`src/rtl/prod_acc_pkg.sv`:
```
// prod_acc_pkg: shared types and default widths for the product accumulator.
//   prod_acc_state_t : accumulator FSM state (IDLE, ACCUM, HOLD)
//   PROD_W           : default product width (multiplier output width)
//   ACC_W_DEF        : default accumulator / result width
package prod_acc_pkg;

  typedef enum logic [1:0] {
    IDLE  = 2'd0,
    ACCUM = 2'd1,
    HOLD  = 2'd2
  } prod_acc_state_t;

  localparam int PROD_W    = 10;
  localparam int ACC_W_DEF = 16;

endpackage

```
`src/rtl/prod_acc_add.sv`:
```
// prod_acc_add: ACC_W-bit unsigned adder with carry-out.
// Configuration macro: PROD_ACC_SAT_EN
//   defined     -> result clamps to all-ones whenever the addition carries out
//   not defined -> result wraps modulo 2^ACC_W
// Ports:
//   a     in  ACC_W  running accumulator value
//   b     in  ACC_W  zero-extended product
//   sum   out ACC_W  addition result (wrapped or saturated)
//   carry out 1      carry out of bit ACC_W-1 (raw, before saturation)
module prod_acc_add #(
  parameter int ACC_W = 16
) (
  input  logic [ACC_W-1:0] a,
  input  logic [ACC_W-1:0] b,
  output logic [ACC_W-1:0] sum,
  output logic             carry
);

  logic [ACC_W:0] full;

  assign full  = {1'b0, a} + {1'b0, b};
  assign carry = full[ACC_W];

`ifdef PROD_ACC_SAT_EN
  // Once clamped, any further non-zero add carries again, so the value
  // stays pinned at all-ones for the rest of the group.
  assign sum = carry ? {ACC_W{1'b1}} : full[ACC_W-1:0];
`else
  assign sum = full[ACC_W-1:0];
`endif

endmodule

```
`src/rtl/prod_accumulator.sv`:
```
// prod_accumulator: sums TERMS unsigned products per group and presents the
// registered sum plus a sticky overflow flag on an output handshake.
// Configuration macro: PROD_ACC_SAT_EN (saturating adds, see prod_acc_add).
// Handshakes: a transfer happens on a rising edge where valid && ready are
// both high; valid and its payload stay stable until that transfer, except
// that clear or reset may drop out_valid.
// Ports:
//   clk        in  1      clock, rising edge
//   rst_n      in  1      synchronous active-low reset
//   clear      in  1      synchronous abort of partial sum and held result
//   in_valid   in  1      in_prod valid
//   in_prod    in  IN_W   unsigned product
//   in_ready   out 1      product can be accepted (not HOLD, not in reset)
//   out_valid  out 1      out_sum/out_ovf valid (state HOLD)
//   out_ready  in  1      downstream accepts result
//   out_sum    out ACC_W  group sum
//   out_ovf    out 1      carry occurred somewhere in the group
//   busy       out 1      state != IDLE
module prod_accumulator
  import prod_acc_pkg::*;
#(
  parameter int IN_W  = PROD_W,
  parameter int ACC_W = ACC_W_DEF,
  parameter int TERMS = 4
) (
  input  logic             clk,
  input  logic             rst_n,
  input  logic             clear,
  input  logic             in_valid,
  input  logic [IN_W-1:0]  in_prod,
  output logic             in_ready,
  output logic             out_valid,
  input  logic             out_ready,
  output logic [ACC_W-1:0] out_sum,
  output logic             out_ovf,
  output logic             busy
);

  localparam logic [7:0] LAST_IDX = 8'(TERMS - 1);

  prod_acc_state_t state, state_next;

  logic [ACC_W-1:0] acc;
  logic [7:0]       count;
  logic             sticky;
  logic [ACC_W-1:0] add_sum;
  logic             add_carry;
  logic             accept;
  logic             last;

  assign in_ready  = (state != HOLD) && rst_n;
  assign out_valid = (state == HOLD);
  assign busy      = (state != IDLE);
  assign accept    = in_valid && in_ready;
  assign last      = (count == LAST_IDX);

  prod_acc_add #(.ACC_W(ACC_W)) u_add (
    .a     (acc),
    .b     (ACC_W'(in_prod)),
    .sum   (add_sum),
    .carry (add_carry)
  );

  always_comb begin
    state_next = state;
    case (state)
      IDLE, ACCUM: begin
        if (accept) state_next = last ? HOLD : ACCUM;
      end
      HOLD: begin
        if (out_ready) state_next = IDLE;
      end
      default: state_next = IDLE;
    endcase
    // clear overrides both the accept path and the output handshake
    if (clear) state_next = IDLE;
  end

  always_ff @(posedge clk) begin
    if (!rst_n) begin
      state   <= IDLE;
      acc     <= '0;
      count   <= '0;
      sticky  <= 1'b0;
      out_sum <= '0;
      out_ovf <= 1'b0;
    end else begin
      state <= state_next;
      if (clear) begin
        // a product accepted this cycle is deliberately dropped
        acc    <= '0;
        count  <= '0;
        sticky <= 1'b0;
      end else if (accept) begin
        if (last) begin
          out_sum <= add_sum;
          out_ovf <= sticky | add_carry;
          acc     <= '0;
          count   <= '0;
          sticky  <= 1'b0;
        end else begin
          acc    <= add_sum;
          count  <= count + 8'd1;
          sticky <= sticky | add_carry;
        end
      end
    end
  end

endmodule

```
`config.mk`:
```
export PLATFORM = sky130hd
export DESIGN_NAME = prod_accumulator
export DESIGN_NICKNAME = d
export VERILOG_FILES = /design/src/rtl/prod_acc_pkg.sv /design/src/rtl/prod_acc_add.sv /design/src/rtl/prod_accumulator.sv
export SDC_FILE = /design/constraint.sdc
export NUM_CORES = 1
export LEC_CHECK = 0
export ABC_CLOCK_PERIOD_IN_PS = 4200
export BUFFER_PORTS_ARGS = -buffer_cell sky130_fd_sc_hd__buf_2
export CAP_MARGIN = 5
export CORE_MARGIN = 1.5
export CORE_UTILIZATION = 55
export CTS_BUF_LIST = sky130_fd_sc_hd__clkbuf_2 sky130_fd_sc_hd__clkbuf_4 sky130_fd_sc_hd__clkbuf_8
export DETAILED_ROUTE_END_ITERATION = 12
export PLACE_DENSITY_LB_ADDON = 0.2
export SKIP_LAST_GASP = 1
export SYNTH_ARGS = -nofsm -noshare
export SYNTH_HDL_FRONTEND = slang
export SYNTH_SLANG_ARGS = --single-unit
export TNS_END_PERCENT = 20
```
`constraint.sdc`:
```
create_clock -name clk -period 4.2 [get_ports clk]
set_input_delay 0.84 -clock clk [delete_from_list [all_inputs] [get_ports clk]]
set_output_delay 0.84 -clock clk [all_outputs]
set_load 0.02 [all_outputs]
```
Word level (Yosys, flattened, before mapping)
Index checks and enable logic that the tools add are counted.

Output and inout bits: 20. Bits in registers: 44. Word-level logic and storage cells: 32.

Bitwise logic cells: 3. Equality and inequality tests: 6. Reduce and logical (&&, ||, !) cells: 8. $add $sub $neg: 2. Multiplexer cells: 7.

Operators by type and width (number): $add A16 B10 Y17 (1); $mux W16 (1); $add A8 B1 Y8 const B (1); $eq A8 B2 Y1 const B (1); $mux W8 (1); $mux W2 (3); $ne A2 B2 Y1 const B (2); $pmux W2 S2 (1); $reduce_or A2 Y1 (2); $reduce_and A3 Y1 (1); $eq A2 B1 Y1 const B (1); $eq A2 B2 Y1 const B (1); $logic_and A1 B1 Y1 (2); $logic_not A2 Y1 (1); $ne A2 B1 Y1 const B (1); $not A1 Y1 (2); $reduce_and A2 Y1 (1); $reduce_bool A2 Y1 (1); $mux W1 (1); $or A1 B1 Y1 (1).

Depth between registers and ports, before layout
Depth after elaboration: 5. Mapped depth: 8.

Cells and area by module
Synthesis repeated with hierarchy kept, for this count alone.

Cells, all modules: 314. Area total of the unflattened synthesis: 2657.5 µm².

By module, submodules not included: prod_accumulator (seq. area each 880.8 µm², area an instance 1801.7 µm², cells each 204, instances 1); prod_acc_add (seq. area each 0.0 µm², area an instance 855.8 µm², cells each 110, instances 1).

Worst setup path after synthesis
No wires, ideal clock.

Kind: input to register. Start point: input port in_prod[0]. End point: register acc[10]. Library setup time: 0.059 ns. Buffers on the path: 0. Setup slack: 1.519 ns. Required time: 4.141 ns. Cell stages on the path: 8. Arrival time: 2.622 ns. Cells stage by stage: ha_1 fa_1 a21oi_1 o211ai_1 a2111o_1 and2_1 o21ai_0 a22o_1.

Word-level cells in the longest chain between the ends: 2.

RTL lines: from (decl) (RTL line prod_accumulator.sv:30) `input logic [IN_W-1:0] in_prod,`; $add A16 B10 Y17 (RTL line prod_acc_add.sv:21) `assign full = {1'b0, a} + {1'b0, b};`; $mux W16 (RTL line prod_accumulator.sv:95) `if (last) begin`; to (signal assigned) (RTL line prod_accumulator.sv:102) `acc <= add_sum;`; to (decl) (RTL line prod_accumulator.sv:43) `logic [ACC_W-1:0] acc;`.

Every way passes these cells. A chain may end at the register's enable or synchronous reset.

Final worst setup path
Start point: input port in_prod[0]. End point: register out_ovf.

Word-level cells in the longest chain between the ends: 2.

RTL lines: $add A16 B10 Y17 (RTL line prod_acc_add.sv:21); $or A1 B1 Y1 (RTL line prod_accumulator.sv:97) `out_ovf <= sticky | add_carry;`; to (signal assigned) (RTL line prod_accumulator.sv:97); to (decl) (RTL line prod_accumulator.sv:35) `output logic out_ovf,`.

Every way passes these cells.

==> impl_metrics.toml <==
[timing]
rsz0062_at_grt = "no"
worstMarginPinSlew_ns = 0.996
final-hold-violation-count = 0
setup_slack_ns = 1.49
slew_headroom_pct = 33.1
period_minus_slack_ns = 2.71
setup_tns_ns = 0
timing.final.crit_share_pct = 64.5
slew_viol_final = 0
setup_viol = 0
finClkSkew_ns = 0.00789
clock.fmax_ghz = 0.369

[floorplan]
initial_utilization_pct = 59.2
rows = 22
die_w_um = 66.7
io_pins = 35
die_area_sq_um = 4450
coreArea_sq_um = 3770
die_h_um = 66.7

[setup_path]
worstSetupPathType = "input port to flip-flop"
r2r_end = "out_sum[11]"
critPathMaxFanout = 6
reg2reg_from = "count[0]"
rr_worst_depth = 7
cp-start-kind = "input port"
cp_data_required_time_ns = 4.41
endpoint_kind = "flip-flop"
r2r_setup_slack_ns = 1.55
arrival_ns = 2.92

[logic_synthesis]
yosysSeqAreaShare_pct = 39.5
synth_area_sq_um = 2230
synthTopCellsByArea = "dfxtp_1, ha_1, a21oi_1"
avgSynthCellArea_sq_um = 8.42
ys_ff_latch = 44
synth_edf_count = 0
synth.distinct_cells = 44
synth.most_common_cell = "dfxtp_1"
ys_warn_count = 0
syn-instance-count = 265
yosysTopAreaCell = "dfxtp_1"
yosys.area.top_type_share_pct = 39.5
syn_nets = 292
synth_common_cells = "dfxtp_1, nand2_1, nor2_1, a21oi_1, o21ai_0"
synth_ff_type = "dfxtp_1"
synth_async_sr_flop_share_pct = 0

[cts]
clk_path_buf_depth = 2
cts.sinks = 44
post_cts_buffers = 0
hold_buffers = 0
h-tree-depth = 2
cts-resized-gates = 0
cts_tree = "done"
cts_made_buffers = 5
cts.clk_slew.worst_paths_ns = 0.08
clock_latency_ns = 0.31
clock-root-buffer = "clkbuf_8"

[finish]
register_area_sq_um = 881
n_antenna_cell = 0
finalInstanceArea_sq_um = 2540
fin_util_pct = 67.3
area_delta_synth_final_pct = 13.7
n_fill_cell = 338
multi_input_area_sq_um = 1280
final_nets = 325
drive_above_1_share_pct = 16.1

[global_route]
met2_usage_pct = 37.3
grt-busiest-layer = "met2"
grt_pass1_wl_mm = 8.24
grt_pass1_vias = 1783
gr-usage-all-layers_pct = 24.4
globalRouteMet1Util_pct = 33.8
met3_usage_pct = 4.73
grt_overflow_total = 0
antenna_found_initial = 0
grt_max_degree = 23

[flow_run]
maxCapViolations = 0

[route]
finalWirelength_mm = 4.91
firstDrtPassIters = 4
ant_nets = 0
remaining_drc_errors = 0
num_vias = 2014
vias_per_cell = 5.80
drtIter0Drc = 133
avgRoutedWirePerCell_um = 14.2

[place]
io_buffers = 34
hpwl_mm = 3.49
dpl_worst_slack_ns = 1.18
placed_cell_area_sq_um = 2420
routabilityCongestion = 0.908

[min_path]
min_path_cells = 2
min_from = "out_sum[0]"
min_delay_worst_endpoint = "out_sum[0]"
hold_class = "flip-flop to flip-flop"

[power]
powerDensity_nw_per_um2 = 324
p_leak_uw = 0.00107
vdd.ir_drop.worst_mv = 0.263

[run_status]
outcome = "finished, final reports clean"
## where the power goes
group	internal, uW	switching (uW)	leakage [uW]	total, uW
sequential	420	2.13	0.000355	422
combinational	25.8	43.8	0.000659	69.5
clock	183	146	0.0000586	329
## state kept, by name, summed over array words and instances (netlist names)
| signal | flops |
|---|---|
| acc | 16 |
| count | 8 |
| out_ovf | 1 |
| out_sum | 16 |
| state | 2 |
| sticky | 1 |
## how the worst max path moves through the flow
stage | slack [ns] | endpoint | depth (start not counted) | from
CTS | 1.49 | out_ovf | 9 | in_prod[0]
global placement | 1.20 | out_ovf | 9 | in_prod[0]
global route | 1.28 | out_sum[13] | 7 | count[0]
finish | 1.49 | out_ovf | 9 | in_prod[0]
floorplan | 1.52 | acc[10] | 8 | in_prod[0]
detailed placement | 1.18 | out_ovf | 9 | in_prod[0]
## layer usage
layer	part of all wire, %	routed length (um)
met5	0	0
met1	49	2400
met3	6.5	318
met4	1.8	89
met2	43	2100
## critical path, stage by stage
cell and delay (ns):
buf_2 0.10, ha_1 0.22, fa_1 0.40, a21oi_1 0.24, o211ai_1 0.15, a2111o_1 0.43, nand3_1 0.22, o211ai_1 0.14
o211a_1 0.18
## stage by stage
stage / std cells / hold slack (ns) / total power (uW)
3_3_place_gp: 339 / 0.440 / 499
4_1_cts: 347 / 0.457 / 823
3_5_place_dp: 339 / 0.445 / 500
5_1_grt: 347 / 0.474 / 856
2_1_floorplan: 265 / 0.429 / 480
6_report: 347 / 0.452 / 821
## cells in the final DEF (no fill, tap or decap), types with 5 or more instances in the layout
master,Yosys,routed
clkbuf_8,0,5
nor2_1,28,28
dfxtp_1,44,44
ha_1,11,11
nor3_1,5,5
o21ai_0,15,15
a22oi_1,7,7
xor2_1,7,7
a21oi_1,24,24
xnor2_1,9,9
inv_1,8,8
nand2_1,30,30
buf_2,2,34
and3_1,6,6
or3_1,5,5
nand3_1,11,11
## area by class of cell
| type | instances | share of cell area [%] |
|---|---|---|
| multi-input combinational | 205 | 50.6 |
| sequential | 44 | 34.7 |
| timing repair buffer | 34 | 6.71 |
| clock buffer | 6 | 3.01 |
| tap | 48 | 2.37 |
| clock inverter | 2 | 1.38 |
| inverter | 8 | 1.18 |
## logic make-up (layout without fill, tap and decap cells)
logic type | Yosys count | count (layout) | synth area share (%)
xor gates and xnor gates | 16 | 16 | 6.28
DFF | 44 | 44 | 39.5
adders and majority gates | 12 | 12 | 7.07
buffers and inverters | 16 | 50 | 2.97
AOI/OAI and AO/OA | 74 | 74 | 21.6
and+or+nand+nor | 103 | 103 | 22.6
Power figures use the tool's default switching activity.
